## src/rtl/arb_pkg.sv

```systemverilog
// Shared types and helpers for the round-robin arbiter slice.
package arb_pkg;

  typedef enum logic {
    IDLE,
    GRANT
  } state_t;

  // Widest request vector the ID helper accepts; narrower vectors are zero-extended.
  localparam int unsigned MAX_REQ = 32;

  // One-hot bit i maps to ID i+1; an all-zero or multi-hot vector maps to 0.
  function automatic int unsigned onehot_to_id(input logic [MAX_REQ-1:0] vec);
    int unsigned id;
    int unsigned hits;
    id   = 0;
    hits = 0;
    for (int unsigned i = 0; i < MAX_REQ; i++) begin
      if (vec[i]) begin
        id   = i + 1;
        hits = hits + 1;
      end
    end
    return (hits == 1) ? id : 0;
  endfunction

endpackage

```

## src/rtl/rr_pick.sv

```systemverilog
// Combinational rotating-priority picker: first set request at or after ptr, wrapping.
module rr_pick #(
  parameter int unsigned N     = 15,
  parameter int unsigned PTR_W = 4
) (
  input  logic [N-1:0]     req,
  input  logic [PTR_W-1:0] ptr,
  output logic [N-1:0]     pick,
  output logic             valid
);

  logic [N-1:0] rot;
  logic [N-1:0] low;

  // Rotate so ptr lands at bit 0, isolate the lowest set bit, rotate back.
  always_comb begin
    rot   = N'({req, req} >> ptr);
    low   = rot & (~rot + 1'b1);
    pick  = N'(({low, low} << ptr) >> N);
    valid = |req;
  end

endmodule

```

## src/rtl/rr_arbiter.sv

```systemverilog
// Round-robin arbiter with registered one-hot grant, encoded ID and optional tenure limit.
module rr_arbiter
  import arb_pkg::*;
#(
  parameter int unsigned N        = 15,
  parameter int unsigned ID_W     = 4,
  parameter int unsigned MAX_HOLD = 0,
  parameter int unsigned HOLD_W   = 8
) (
  input  logic            Clk,
  input  logic            Rst,
  input  logic [N-1:0]    Req,
  input  logic            Done,
  output logic [N-1:0]    Grant,
  output logic [ID_W-1:0] Grant_Id,
  output logic            Busy,
  output logic            Timeout
);

  localparam int unsigned PTR_W = (N > 1) ? $clog2(N) : 1;

  state_t              state, state_n;
  logic [PTR_W-1:0]    ptr, ptr_n;
  logic [PTR_W-1:0]    owner, owner_n;
  logic [HOLD_W-1:0]   hold_cnt, hold_cnt_n;
  logic [N-1:0]        grant_n;
  logic [ID_W-1:0]     grant_id_n;
  logic                busy_n;
  logic                timeout_n;

  logic [N-1:0]        pick;
  logic                pick_valid;
  logic [ID_W-1:0]     pick_id;
  logic                rel_normal;
  logic                rel_limit;

  rr_pick #(
    .N     (N),
    .PTR_W (PTR_W)
  ) u_pick (
    .req   (Req),
    .ptr   (ptr),
    .pick  (pick),
    .valid (pick_valid)
  );

  // Encoded ID of the current pick; the owner index is that ID minus one.
  always_comb begin
    pick_id = ID_W'(onehot_to_id(MAX_REQ'(pick)));
  end

  // Next-state and next-output logic for the IDLE/GRANT controller.
  always_comb begin
    state_n    = state;
    ptr_n      = ptr;
    owner_n    = owner;
    hold_cnt_n = hold_cnt;
    grant_n    = Grant;
    grant_id_n = Grant_Id;
    busy_n     = Busy;
    timeout_n  = 1'b0;
    rel_normal = Done || !Req[owner];
    rel_limit  = (MAX_HOLD != 0) && (hold_cnt == HOLD_W'(MAX_HOLD));

    unique case (state)
      IDLE: begin
        if (pick_valid) begin
          state_n    = GRANT;
          owner_n    = PTR_W'(pick_id - 1'b1);
          grant_n    = pick;
          grant_id_n = pick_id;
          busy_n     = 1'b1;
          hold_cnt_n = HOLD_W'(1);
        end
      end
      GRANT: begin
        if (rel_normal || rel_limit) begin
          state_n    = IDLE;
          grant_n    = '0;
          grant_id_n = '0;
          busy_n     = 1'b0;
          hold_cnt_n = '0;
          ptr_n      = (owner == PTR_W'(N - 1)) ? '0 : owner + 1'b1;
          timeout_n  = rel_limit && !rel_normal;
        end else if (hold_cnt != '1) begin
          hold_cnt_n = hold_cnt + 1'b1;
        end
      end
      default: state_n = IDLE;
    endcase
  end

  // State and output registers with synchronous reset.
  always_ff @(posedge Clk) begin
    if (Rst) begin
      state    <= IDLE;
      ptr      <= '0;
      owner    <= '0;
      hold_cnt <= '0;
      Grant    <= '0;
      Grant_Id <= '0;
      Busy     <= 1'b0;
      Timeout  <= 1'b0;
    end else begin
      state    <= state_n;
      ptr      <= ptr_n;
      owner    <= owner_n;
      hold_cnt <= hold_cnt_n;
      Grant    <= grant_n;
      Grant_Id <= grant_id_n;
      Busy     <= busy_n;
      Timeout  <= timeout_n;
    end
  end

endmodule

```

## config.mk

```make
export PLATFORM = sky130hd
export DESIGN_NAME = rr_arbiter
export DESIGN_NICKNAME = d
export VERILOG_FILES = /design/src/rtl/arb_pkg.sv /design/src/rtl/rr_pick.sv /design/src/rtl/rr_arbiter.sv
export SDC_FILE = /design/constraint.sdc
export NUM_CORES = 1
export LEC_CHECK = 0
export ABC_AREA = 1
export CAP_MARGIN = 15
export CORE_ASPECT_RATIO = 1.2
export CORE_UTILIZATION = 59
export CTS_BUF_LIST = sky130_fd_sc_hd__clkbuf_16
export DETAILED_ROUTE_END_ITERATION = 16
export PLACE_DENSITY = 0.87
export SLEW_MARGIN = 5
export SYNTH_ARGS = -nofsm -noshare
export SYNTH_HDL_FRONTEND = slang
export SYNTH_SLANG_ARGS = --single-unit
```

## constraint.sdc

```tcl
create_clock -name Clk -period 10.5 [get_ports Clk]
set_input_delay 1.05 -clock Clk [delete_from_list [all_inputs] [get_ports Clk]]
set_output_delay 1.05 -clock Clk [all_outputs]
set_load 0.03 [all_outputs]
```

[After elaboration in Yosys (flattened, before gate mapping)]
Cells that the tools add are included.
Storage, ports and cells
  memories: 0
  output and inout bits: 21
  memory bits (read-only): 0
  register bits: 29
  bits in writable memories: 0
  bits in latches: 0
  logic and storage cells: 84
  input port bits: 18
Cells by class
  reductions and logical operators: 6
  equality and inequality tests: 4
  bitwise operators: 3
  multipliers: 0
  muxes and demuxes: 45
  divide/modulo/power cells: 0
  add/subtract/negate cells: 17
  shift-type cells: 2
  order comparisons: 1
Operators by type and width (count)
  $add A32 B1 Y32 const B: 14
  $mux W32: 14
  $mux W4: 18
  $eq A32 B1 Y1 const B: 1
  $mux W15: 2
  $pmux W15 S2: 1
  $shl A30 B4 Y30: 1
  $shr A30 B4 Y15: 1
  $add A15 B1 Y15 const B: 1
  $and A15 B15 Y15: 1
  $not A15 Y15: 1
  $reduce_or A15 Y1: 1
  $pmux W4 S2: 1
  $mux W1: 6
  $reduce_and A2 Y1: 3
  $lt A4 B5 Y1 const B: 1
  $add A4 B1 Y4 const B: 1
  $bmux W1 S4: 1
  $eq A4 B4 Y1 const B: 1
  $pmux W1 S2: 2
  $sub A4 B1 Y4 const B: 1
  $ne A2 B1 Y1 const B: 1
  $ne A2 B2 Y1 const B: 1
  $logic_not A1 Y1: 1
  2 further kinds: 2

[Depth between registers and ports, before layout]
  depth in word-level cells: 38
  depth in mapped cells: 69
  depth with buffers taken out: 68

[Hierarchy]
Synthesis repeated with hierarchy kept, for this count alone.
Unflattened totals
  cell total of the unflattened synthesis: 980
  area, all modules: 5396.4 sq um
Modules (own cells, without submodules)
  rr_arbiter: cells each 545, area each 3283.1 sq um, sequential area each 580.6 sq um, times used 1
  rr_pick: cells each 435, area each 2113.3 sq um, sequential area each 0.0 sq um, times used 1

[Worst setup path after synthesis]
No wires, ideal clock.
  path type: input-to-reg
  start: input port Req[11]
  end: register owner[2]
  path buffers: 0
  setup time: 0.113 ns
  cell stages on the path: 63
  arrival time: 9.266 ns
  data required time: 10.387 ns
  slack: 1.121 ns
  cells stage by stage: nand2_1 nand3_1 nand3_1 nand3_1 nand2_2 nand2_4 nor3_4 nand2_2 nand2_1 nand2_2 nand2_2 a21oi_1 or2_1 nand2_1 nand2_1 nand3_1 ha_1 nand3_2 (+27 left out) inv_1 ha_1 nand2_1 nand2_1 ha_1 nand2_1 nand3_1 ha_1 or2_2 nand2_4 nand3_2 a21oi_1 inv_1 ha_1 nand2_1 o21ai_0 nor2_1 nor2_1
On the way
  longest elaborated chain between the ends: 37
  elaborated cells between the ends (all ways): 53
  classes of those cells: add/sub (16); eq/ne (1); shift (2); mux (30); bitwise (2); reduce/logical (2)
RTL lines
  start: declaration: line rr_arbiter.sv:12  | input logic [N-1:0] Req,
  $shr A30 B4 Y15: line rr_pick.sv:17  | rot = N'({req, req} >> ptr);
  $not A15 Y15: line rr_pick.sv:18  | low = rot & (~rot + 1'b1);
  $add A15 B1 Y15: line rr_pick.sv:18
  $and A15 B15 Y15: line rr_pick.sv:18
  $shl A30 B4 Y30: line rr_pick.sv:19  | pick = N'(({low, low} << ptr) >> N);
  $mux W1: line arb_pkg.sv:19  | if (vec[i]) begin
  $add A32 B1 Y32: line arb_pkg.sv:21  | hits = hits + 1;
  $mux W32: line arb_pkg.sv:19
  (+21 left out)
  $mux W32: line arb_pkg.sv:19
  $add A32 B1 Y32: line arb_pkg.sv:21
  $mux W32: line arb_pkg.sv:19
  $add A32 B1 Y32: line arb_pkg.sv:21
  $mux W32: line arb_pkg.sv:19
  $eq A32 B1 Y1: line arb_pkg.sv:24  | return (hits == 1) ? id : 0;
  $mux W4: line arb_pkg.sv:24
  $sub A4 B1 Y4: line rr_arbiter.sv:69  | owner_n = PTR_W'(pick_id - 1'b1);
  end signal: assignment: line rr_arbiter.sv:107  | owner <= owner_n;
  end: declaration: line rr_arbiter.sv:24  | logic [PTR_W-1:0] owner, owner_n;
Several ways; a longest one is shown, not always the timed one.
A chain may end at the register's enable or synchronous reset.

[Worst setup path in the final report]
  start: input port Req[9]
  end: register owner[2]
The elaborated chain is that of the path after synthesis.

==> qor.yml <==
ys_ff_latch: 29
synth_top_cell_by_area: "nand2_1"
grt_max_degree: 47
slew_violations: 0
fp.dieH_um: 92.4
cts_max_level: 2
hold_viol_final: 0
worstSetupStartpointType: "primary input"
first_global_vias: 4522
setup_violations: 0
nNetsFinal: 764
syn-instance-count: 712
finClkSkew_ns: 0.00450
cts_inserted_buffers: 5
tritoncts: "built"
cts-hold-fix-buffers: 0
synth_top_area_frac: 0.213
routed_via_density: 6.26
hp-class: "reg2reg"
vias: 5124
crit_path_end_kind: "flip-flop"
clk_pin_slew_worst_paths_ns: 0.05
worstPathArrival_ns: 10.14
wirelength_mm: 13.1
drc: 0
drt-pass1-iter-count: 6
ys_types: 42
syn_avg_cell_area_sq_um: 5.64
use_met2: 0.654
synthTopCellsByArea: "nand2_1 (21%), nand3_1 (21%), dfxtp_1 (14%), nand3_2 (5.2%), nor2_1 (4.2%)"
die_w_um: 77.3
clock_latency_ns: 0.28
async_flop_share: 0
cts.sinks: 29
wire_per_inst_um: 16.0
port_buffers: 37
grt_util_met1: 0.397
synth_edf_count: 0
start_util: 0.620
cpMaxStageDelayCell: "ha_1"
fp.coreArea_sq_um: 6490
synth.most_common_cell: "nand2_1"
grt.busiest_layer: "met2"
holdWs_ns: 0.468
antenna_cells: 0
finalSetupTns_ns: 0
maxCapViolCount: 0
relSlewSlack: 0.290
ant_nets: 0
clk_path_buf_depth: 2
status: "finished clean"
dr.first_iter.drc_count: 642
grt_first_pass_wirelength_mm: 20.4
place_hpwl_mm: 9.52
worst_path_largest_cell_delay_ns: 0.33
grtUsageTotal: 0.349
synth_ff_type: "dfxtp_1"
use_met3: 0.0453
crit_required_ns: 10.68
worst_slew_pin_slew_ns: 1.06
grt-ovfl-total: 0
fmax_ghz: 0.100
syn_area_sq_um: 4020
synth_common_cells: "nand2_1 (228), nand3_1 (170), nor2_1 (45)"
path_common_cell: "ha_1"
crit_path_max_fanout: 4
finalCritPeriodShare: 0.949
crit_type: "in2reg"
gp_congestion: 0.949
drive_gt1_frac: 0.226
yosysSeqAreaShare: 0.144
num_io_pins: 39
cts_root_buf: "clkbuf_16"
area_growth_pct: 18.9
antenna_found_initial: 0
num_rows: 32
ys_warn_count: 0
die_area_sq_um: 7150
min_period_ns: 9.97
cell usage in the layout (no fill, tap or decap), types with 2 or more instances in the layout:
cell type,Yosys,final
a21oi_1,26,25
o21ai_2,1,2
nand2_1,228,213
nand2_4,2,5
dfxtp_1,29,29
nand4_1,12,12
clkdlybuf4s50_1,0,22
a31oi_1,2,2
nand3_2,21,63
a22oi_1,2,2
nor2_2,6,7
buf_4,2,9
or2_2,2,2
nand4_4,3,3
nor2_4,3,3
o21ai_0,16,15
inv_1,41,41
clkbuf_2,0,15
ha_1,13,13
nor2_1,45,44
conb_1,1,2
inv_2,6,5
nand2_2,23,35
clkbuf_16,0,5
nand3_1,170,127
nor4_1,4,4
nor3_1,8,8
o2111ai_1,3,3
through the flow:
stage	instance area [sq um]	instances	worst slack [ns]	util
final	4780	819	0.534	0.737
after CTS	4550	817	0.0540	0.702
after global routing	4780	819	-0.0402	0.737
after global placement	4380	809	0.0276	0.675
after detailed placement	4380	809	-0.246	0.675
after floorplan	4020	713	1.12	-
registers in the layout, indices dropped and copies added, names as in the netlist:
| signal | cells |
|---|---|
| state | 1 |
| Busy | 1 |
| Grant | 15 |
| ptr | 4 |
| Grant_Id | 4 |
| owner | 4 |
worst paths after layout:
check | startpoint | to | slack (ns) | cells after the start
worst max-delay path | Req[9] | owner[2] | 0.53 | 64
worst min register to register | Grant[11] | Grant[11] | 0.47 | 2
worst min-delay path | Grant[11] | Grant[11] | 0.47 | 2
worst max register to register | ptr[0] | owner[2] | 0.69 | 64
kinds of logic (layout without fill, tap and decap cells):
group	after synthesis	after routing	synth area share
and+or+nand+nor	532	532	0.646
buffers and inverters	81	102	0.0881
AOI/OAI and AO/OA	56	56	0.0800
DFF	29	29	0.144
adders and majority gates	13	13	0.0405
other	1	2	0.000933
worst max-delay path: cells and delay by family:
family | cells | cell delay [ns]
AND/OR/NAND/NOR | 39 | 4.35
adder cells (fa/ha/maj) | 13 | 3.61
buffers and inverters | 8 | 0.57
AO/OA/AOI/OAI | 4 | 0.53
area by class of cell:
| type | count | area, sq um |
|---|---|---|
| Fill cell | 569 | 1710 |
| Clock inverter | 3 | 46.3 |
| Timing Repair Buffer | 46 | 363 |
| Tap cell | 85 | 106 |
| Sequential cell | 29 | 581 |
| Multi-Input combinational cell | 603 | 3370 |
| Inverter | 48 | 184 |
| Clock buffer | 5 | 125 |
per-layer routing:
metal | wire length, um | part of all wire | vias to the layer above
li1 | - | - | 2440
met1 | 5260 | 0.40 | 2350
met2 | 6490 | 0.49 | 270
met3 | 890 | 0.068 | 64
met4 | 487 | 0.037 | 0
met5 | 0 | 0 | -
repair_timing:
| item | 4_1_cts | 5_1_grt |
|---|---|---|
| setup buffers | 0 | 2 |
| gates resized for setup | 1 | 97 |
| setup endpoints to repair | 1 | 8 |
| cloned | 0 | 0 |
| pin swaps | 0 | 11 |
Power is not shown: default switching activity piles up to over one toggle a cycle in this logic, so the estimate is an artifact.
